### config.mk
export PLATFORM = sky130hd
export DESIGN_NAME = mppt_po_ctrl
export DESIGN_NICKNAME = d
export VERILOG_FILES = /design/src/rtl/mppt_po_ctrl.sv
export SDC_FILE = /design/constraint.sdc
export NUM_CORES = 1
export LEC_CHECK = 0
export ABC_CLOCK_PERIOD_IN_PS = 5340
export CAP_MARGIN = 20
export CORE_MARGIN = 2
export CORE_UTILIZATION = 45
export CTS_CLUSTER_DIAMETER = 200
export DETAILED_ROUTE_END_ITERATION = 10
export HOLD_SLACK_MARGIN = 0.08
export PLACE_DENSITY = 0.75
export SLEW_MARGIN = 20
export SYNTH_ARGS = -nofsm -noshare
export SYNTH_HDL_FRONTEND = slang
export SYNTH_SLANG_ARGS = --single-unit
export TNS_END_PERCENT = 10
### constraint.sdc
create_clock -name clk -period 5.34 [get_ports clk]
set_input_delay 0.801 -clock clk [delete_from_list [all_inputs] [get_ports clk]]
set_output_delay 0.801 -clock clk [all_outputs]
set_load 0.05 [all_outputs]
### src/rtl/mppt_po_ctrl.sv
// Perturb-and-observe MPPT controller: steps the PWM duty, measures panel
// power after the converter settles, and reverses direction when power drops.
module mppt_po_ctrl #(
  parameter int unsigned DW        = 10,
  parameter int unsigned STEP      = 4,
  parameter int unsigned DUTY_MIN  = 64,
  parameter int unsigned DUTY_MAX  = 960,
  parameter int unsigned DUTY_INIT = 512,
  parameter int unsigned SETTLE    = 200
) (
  input  logic          clk,
  input  logic          rst_n,
  input  logic          start,
  output logic          adc_req,
  input  logic          adc_ack,
  input  logic [11:0]   adc_v,
  input  logic [11:0]   adc_i,
  output logic [DW-1:0] duty,
  output logic          dir,
  output logic          busy,
  output logic          step_done
);

  localparam int unsigned AW = 12;
  localparam int unsigned PW = 24;
  localparam int unsigned CW = 8;
  localparam int unsigned EW = DW + 1;

  typedef enum logic [2:0] {
    ST_IDLE    = 3'd0,
    ST_SETTLE  = 3'd1,
    ST_SAMPLE  = 3'd2,
    ST_CALC    = 3'd3,
    ST_COMPARE = 3'd4,
    ST_UPDATE  = 3'd5
  } state_t;

  state_t        state_q, state_d;
  logic [CW-1:0] cnt_q;
  logic [AW-1:0] v_q, i_q;
  logic [PW-1:0] p_new_q, p_prev_q;
  logic [EW-1:0] duty_inc;
  logic [DW-1:0] duty_upd;
  logic          dir_upd;

  // State register
  always_ff @(posedge clk) begin
    if (!rst_n) state_q <= ST_IDLE;
    else        state_q <= state_d;
  end

  // Next-state logic; an iteration always runs through UPDATE once begun
  always_comb begin
    state_d = state_q;
    case (state_q)
      ST_IDLE:    if (start) state_d = ST_SETTLE;
      ST_SETTLE:  if (cnt_q == '0) state_d = ST_SAMPLE;
      ST_SAMPLE:  if (adc_ack) state_d = ST_CALC;
      ST_CALC:    state_d = ST_COMPARE;
      ST_COMPARE: state_d = ST_UPDATE;
      ST_UPDATE:  state_d = start ? ST_SETTLE : ST_IDLE;
      default:    state_d = ST_IDLE;
    endcase
  end

  // Duty perturbation with clamping, evaluated one bit wider than the duty word
  always_comb begin
    duty_inc = EW'(duty) + EW'(STEP);
    duty_upd = duty;
    dir_upd  = dir;
    if (dir) begin
      if (duty_inc >= EW'(DUTY_MAX)) begin
        duty_upd = DW'(DUTY_MAX);
        dir_upd  = 1'b0;
      end else begin
        duty_upd = DW'(duty_inc);
      end
    end else begin
      if (EW'(duty) <= EW'(DUTY_MIN) + EW'(STEP)) begin
        duty_upd = DW'(DUTY_MIN);
        dir_upd  = 1'b1;
      end else begin
        duty_upd = DW'(EW'(duty) - EW'(STEP));
      end
    end
  end

  // Settling down-counter, loaded on every entry into SETTLE
  always_ff @(posedge clk) begin
    if (!rst_n) begin
      cnt_q <= '0;
    end else if (state_d == ST_SETTLE && state_q != ST_SETTLE) begin
      cnt_q <= CW'(SETTLE - 1);
    end else if (state_q == ST_SETTLE && cnt_q != '0) begin
      cnt_q <= cnt_q - CW'(1);
    end
  end

  // Sample capture, power computation, direction and duty update
  always_ff @(posedge clk) begin
    if (!rst_n) begin
      v_q      <= '0;
      i_q      <= '0;
      p_new_q  <= '0;
      p_prev_q <= '0;
      duty     <= DW'(DUTY_INIT);
      dir      <= 1'b1;
    end else begin
      if (state_q == ST_SAMPLE && adc_ack) begin
        v_q <= adc_v;
        i_q <= adc_i;
      end
      if (state_q == ST_CALC) p_new_q <= PW'(v_q) * PW'(i_q);
      if (state_q == ST_COMPARE && p_new_q < p_prev_q) dir <= ~dir;
      if (state_q == ST_UPDATE) begin
        duty     <= duty_upd;
        dir      <= dir_upd;
        p_prev_q <= p_new_q;
      end
    end
  end

  // Status outputs registered from the next state so they align with the state
  always_ff @(posedge clk) begin
    if (!rst_n) begin
      adc_req   <= 1'b0;
      busy      <= 1'b0;
      step_done <= 1'b0;
    end else begin
      adc_req   <= (state_d == ST_SAMPLE);
      busy      <= (state_d != ST_IDLE);
      step_done <= (state_d == ST_UPDATE);
    end
  end

endmodule
# After elaboration in Yosys (flattened, before gate mapping)
# Index checks and enable logic that the tools add are counted.
[classes]
add_sub_neg = 3
n_mul = 1
n_lt_le_gt_ge = 3
eq_ne = 9
n_mux = 15
bitwise_logic = 2
reduce_logical = 11
[op_table]
columns = ["cell", "n"]
rows = [
  ["$mux W10", 3],
  ["$lt A24 B24 Y1", 1],
  ["$mul A12 B12 Y24", 1],
  ["$pmux W3 S6", 1],
  ["$mux W8", 2],
  ["$add A10 B3 Y11 const B", 1],
  ["$ge A11 B10 Y1 const B", 1],
  ["$le A10 B7 Y1 const B", 1],
  ["$sub A10 B3 Y10 const B", 1],
  ["$eq A3 B2 Y1 const B", 3],
  ["$eq A3 B3 Y1 const B", 3],
  ["$mux W3", 3],
  ["$logic_not A8 Y1", 1],
  ["$reduce_bool A8 Y1", 1],
  ["$sub A8 B1 Y8 const B", 1],
  ["$eq A3 B1 Y1 const B", 2],
  ["$mux W1", 6],
  ["$logic_and A1 B1 Y1", 4],
  ["$reduce_bool A2 Y1", 2],
  ["$logic_not A3 Y1", 1],
  ["$ne A3 B1 Y1 const B", 1],
  ["$reduce_bool A3 Y1", 1],
  ["$not A1 Y1", 2],
  ["$reduce_or A2 Y1", 1],
]
[totals]
reg_bits = 97
word_cells = 56

# Longest topological paths before layout
[depth]
word_depth = 6
depth_mapped = 20
depth_no_buf = 18

# Worst setup path after synthesis
# No wires, ideal clock.
[synth_path]
kind = "register to register"
from = "register v_q[7]"
to = "register p_new_q[17]"
setup_ns = 0.117
t_arrival_ns = 4.887
setup_slack_ns = 0.335
stages_incl_launch_ff = 17
path_buffers = 1
synth_period_minus_slack_ns = 5.005
cell_sequence = "dfxtp_1 > clkbuf_1 > nand2_1 > fa_1 > fa_1 > inv_1 > fa_1 > fa_1 > inv_1 > fa_1 > inv_1 > ha_1 > a21o_1 > a31oi_1 > a211oi_1 > or3_1 > a32o_1"
[synth_via]
elab_chain_len = 1
[synth_rtl]
columns = ["element", "line", "text"]
rows = [
  ["start, declared", "40", "logic [AW-1:0] v_q, i_q;"],
  ["start signal, assigned", "110", "v_q <= adc_v;"],
  ["$mul A12 B12 Y24", "113", "if (state_q == ST_CALC) p_new_q <= PW'(v_q) * PW'(i_q);"],
  ["end signal, assigned", "113", ""],
  ["end, declared", "41", "logic [PW-1:0] p_new_q, p_prev_q;"],
]
# Every way passes these cells.
# A chain may end at the register's enable or synchronous reset.

# Worst setup path after layout
[layout_path]
from = "register v_q[8]"
to = "register p_new_q[21]"
# Same word-level chain as after synthesis.

==> results.md <==
* WL/cell at 14.1 microns
* Combinational group share of total power at 0.099
* Rows at 52
* Share of cells above drive strength 1 at 0.0525
* Synthesized cell area at 9410 sq um
* Sequential power share at 0.480
* Net Sw Power at 429 uW
* Asr flop ratio synth at 0
* Hold_buf cts at 0
* Most frequent cells after synthesis: nand2_1 (241), inv_1 (170), fa_1 (100), dfxtp_1 (95), ha_1 (90)
* Achievable Freq at 0.193 GHz
* Avg Inst Size Synth at 8.17 sq um
* Leakage at 0.00466 uW
* Hold path startpoint: p_prev_q[12]
* Kind of critical path: reg2reg
* Peak supply drop at 0.133 mV
* Worst Path Required at 5.59 ns
* Port bufs at 39
* Ys flop type: dfxtp_1
* Worst setup SP type: flop
* Layout Nets at 1,374
* Critical path cell sequence: buf_4 > and2_1 > fa_1 > fa_1 > fa_1 > fa_1 > inv_1 > fa_1 > inv_1 > ha_1 > a21oi_1 > o21ai_0 > a21oi_1 > nand4_1 > mux2i_1 > a311o_1
* Min Clock Period, post-route at 5.17 ns
* Internal at 1140 uW
* R2R Path Start: v_q[8]
* Worst Tran Pin Value at 0.981 ns
* Max incr delay on CP at 0.54 ns
* WP data arrival at 5.42 ns
* Final-report hold violation count at 0
* Die Ht at 149 microns
* RSZ-0062 raised after global routing: true
* # Post-CTS Setup Buffers at 0
* Crit path max fanout at 8
* Tightest Hold Check Type: reg2reg
* Seq/Total Area, Yosys at 0.202
* Worst hold slack at 0.464 ns
* Drc violations at 0
* Top area cells in the synthesized netlist: fa_1 (21%), dfxtp_1 (20%), ha_1 (12%), nand2_1 (9.6%), inv_1 (6.8%)
* Detail Route Antenna Nets at 0
* GRT overflow at 0
* Die width at 149 microns
* Fill count at 1,909
* Final setup fails at 0
* Area Overhead vs Synth at 9.99%
* Outcome: finished, final reports clean
* Most frequent cell after synthesis: nand2_1
* DRT iter0 DRCs at 329
* Leading area contributor after synthesis: fa_1
* Starting density of the core at 0.462
* Switch share at 0.274
* Pwr Density at 152 nW/um^2
* CTS clk-pin slew, worst paths at 0.07 ns
* Routed wire length at 20,200 microns
* Clock Skews at 0.00962 ns
* CTS buffer count at 9
* Gr usage total at 0.193
* Longest Clk Path Bufs at 2
* #FFs+latches synth at 95
* Clock power frac at 0.421
* Ys Warns at 0
* Gpl congestion at 0.917
* Final Non-Filler Cells at 1,431
* Antenna Cells at 0
* CP endpoint kind: flop
* CP Launch Point: v_q[8]
* Maxcap violations at 0
* Number of synthesized flops with an enable pin at 0
* H-tree levels at 3
* Vias per cell at 5.20
* Max transition margin at 0.344
* Max Slew Vio Count at 0
* Setup TNS at 0 ns
* Slowest CP cell: fa_1
* Period utilization at 0.969
* Top-area cell type share of the netlist area at 0.213
* Die area at 22,100 sq um
* Vias in the first global route at 7,401
* Post-Synthesis Cells at 1,151
* Drt pass-1 iters at 4
* First-pass GRT wire length at 35,200 microns
* Placed cells at 1,415
* Vias post-DR at 7,435
* Root buf cell: clkbuf_16
* Post-DP HPWL at 15,800 microns
* Initial antenna violation count at 0
* CP dominant cell by count: fa_1
* Clock sink total at 95
* Largest net degree at the start of global routing at 59
* I/O Pins at 42
* Clk Latency, worst-skew pair at 0.36 ns
* Yosys cell types at 67
* CTS tree: yes
* Core ar. at 20,400 sq um
-- per-stage QoR --
stage               setup slack (ns)  utilization  power (uW)  cell area (sq um)
finish                         0.166        0.508        1570              10300
floorplan                      0.335            -         872               9410
global placement               0.203        0.491         919              10000
global route                 -0.0527        0.508        1630              10300
detailed placement             0.114        0.491         923              10000
CTS                            0.114        0.506        1590              10300
-- final timing paths --
kind | slack, ns | cells past startpoint | end
worst max register to register | 0.17 | 16 | p_new_q[21]
worst min-delay path | 0.46 | 2 | p_prev_q[12]
worst max-delay path | 0.17 | 16 | p_new_q[21]
worst min register to register | 0.46 | 2 | p_prev_q[12]
-- layout make-up --
class                   count  area, sq um  share of cell area
inverters                 170          638              0.0617
multi-input cells         824         6640               0.642
well taps                 270          338              0.0327
clock inverters             6         62.6             0.00605
repair buffers             56          513              0.0496
clock buffers              10          239              0.0231
flip-flops and latches     95         1920               0.185
-- per-layer routing --
metal,share of wire,global-route usage,wire length [microns],up-vias
met3,0.042,0.0319,857,18
met1,0.47,0.263,9590,3538
met2,0.47,0.323,9480,173
li1,-,-,-,3706
met4,0.014,0.0467,276,0
met5,0,0,0,-
-- logic make-up (layout without fill, tap and decap cells) --
group                      Yosys count  after routing  synth area share
xor gates and xnor gates            16             16            0.0149
DFF                                 95             95             0.202
other                                1              2          0.000399
adders and majority gates          190            190             0.333
buffers and inverters              233            242            0.0951
muxes                                6              6           0.00665
AOI/OAI and AO/OA                  185            185             0.138
and+or+nand+nor                    425            425             0.211
-- power by group through the flow --
stage          combinational, uW  sequential, uW  clock (uW)
2_1_floorplan                110             762           0
3_3_place_gp                 152             767           0
3_5_place_dp                 155             768           0
4_1_cts                      156             752         678
5_1_grt                      175             755         698
6_report                     155             752         660
-- worst max-delay path, delay by kind of cell (launching register included) --
| family | cells | cell delay, ns |
|---|---|---|
| compound gates | 4 | 0.98 |
| fa+ha+maj | 6 | 2.89 |
| buf+inv | 3 | 0.34 |
| flops | 1 | 0.51 |
| mux | 1 | 0.08 |
| simple gates | 2 | 0.25 |
-- state kept, by name, indices dropped and copies added (netlist names), 3 cells and up --
signal    flops
p_new_q      24
duty          8
p_prev_q     24
v_q          12
i_q          12
state_q       3
cnt_q         8
-- what timing repair did --
item | 4_1_cts | 5_1_grt
hold endpoints to repair | 0 | 0
gates resized for setup | 0 | 14
endpoints found under the setup margin | 0 | 8
-- placed cells by master (no fill, tap or decap), types with 3 or more instances in the layout --
cell type and instances:
o31ai_1 5, o21a_1 4, a21oi_1 32, nor3_1 15, dfxtp_1 84, nor3b_1 4
nand3_1 28, and3_1 7, and2_1 58, a22oi_1 3, ha_1 89, or3_1 3
inv_1 170, dfxtp_2 11, buf_4 17, nor2_1 28, o211a_1 3, nand2_1 241
clkdlybuf4s50_1 38, xor2_1 3, mux2i_1 4, nand4_1 13, o21bai_1 4, a21boi_0 60
a211oi_1 8, nor2b_1 3, nand3b_1 3, xnor2_1 13, clkbuf_16 9, o21ai_0 26
fa_1 100, nor4_1 3, nand2b_1 3, o211ai_1 4, a21o_1 8
Note: power is estimated with default switching activity, not from simulation.
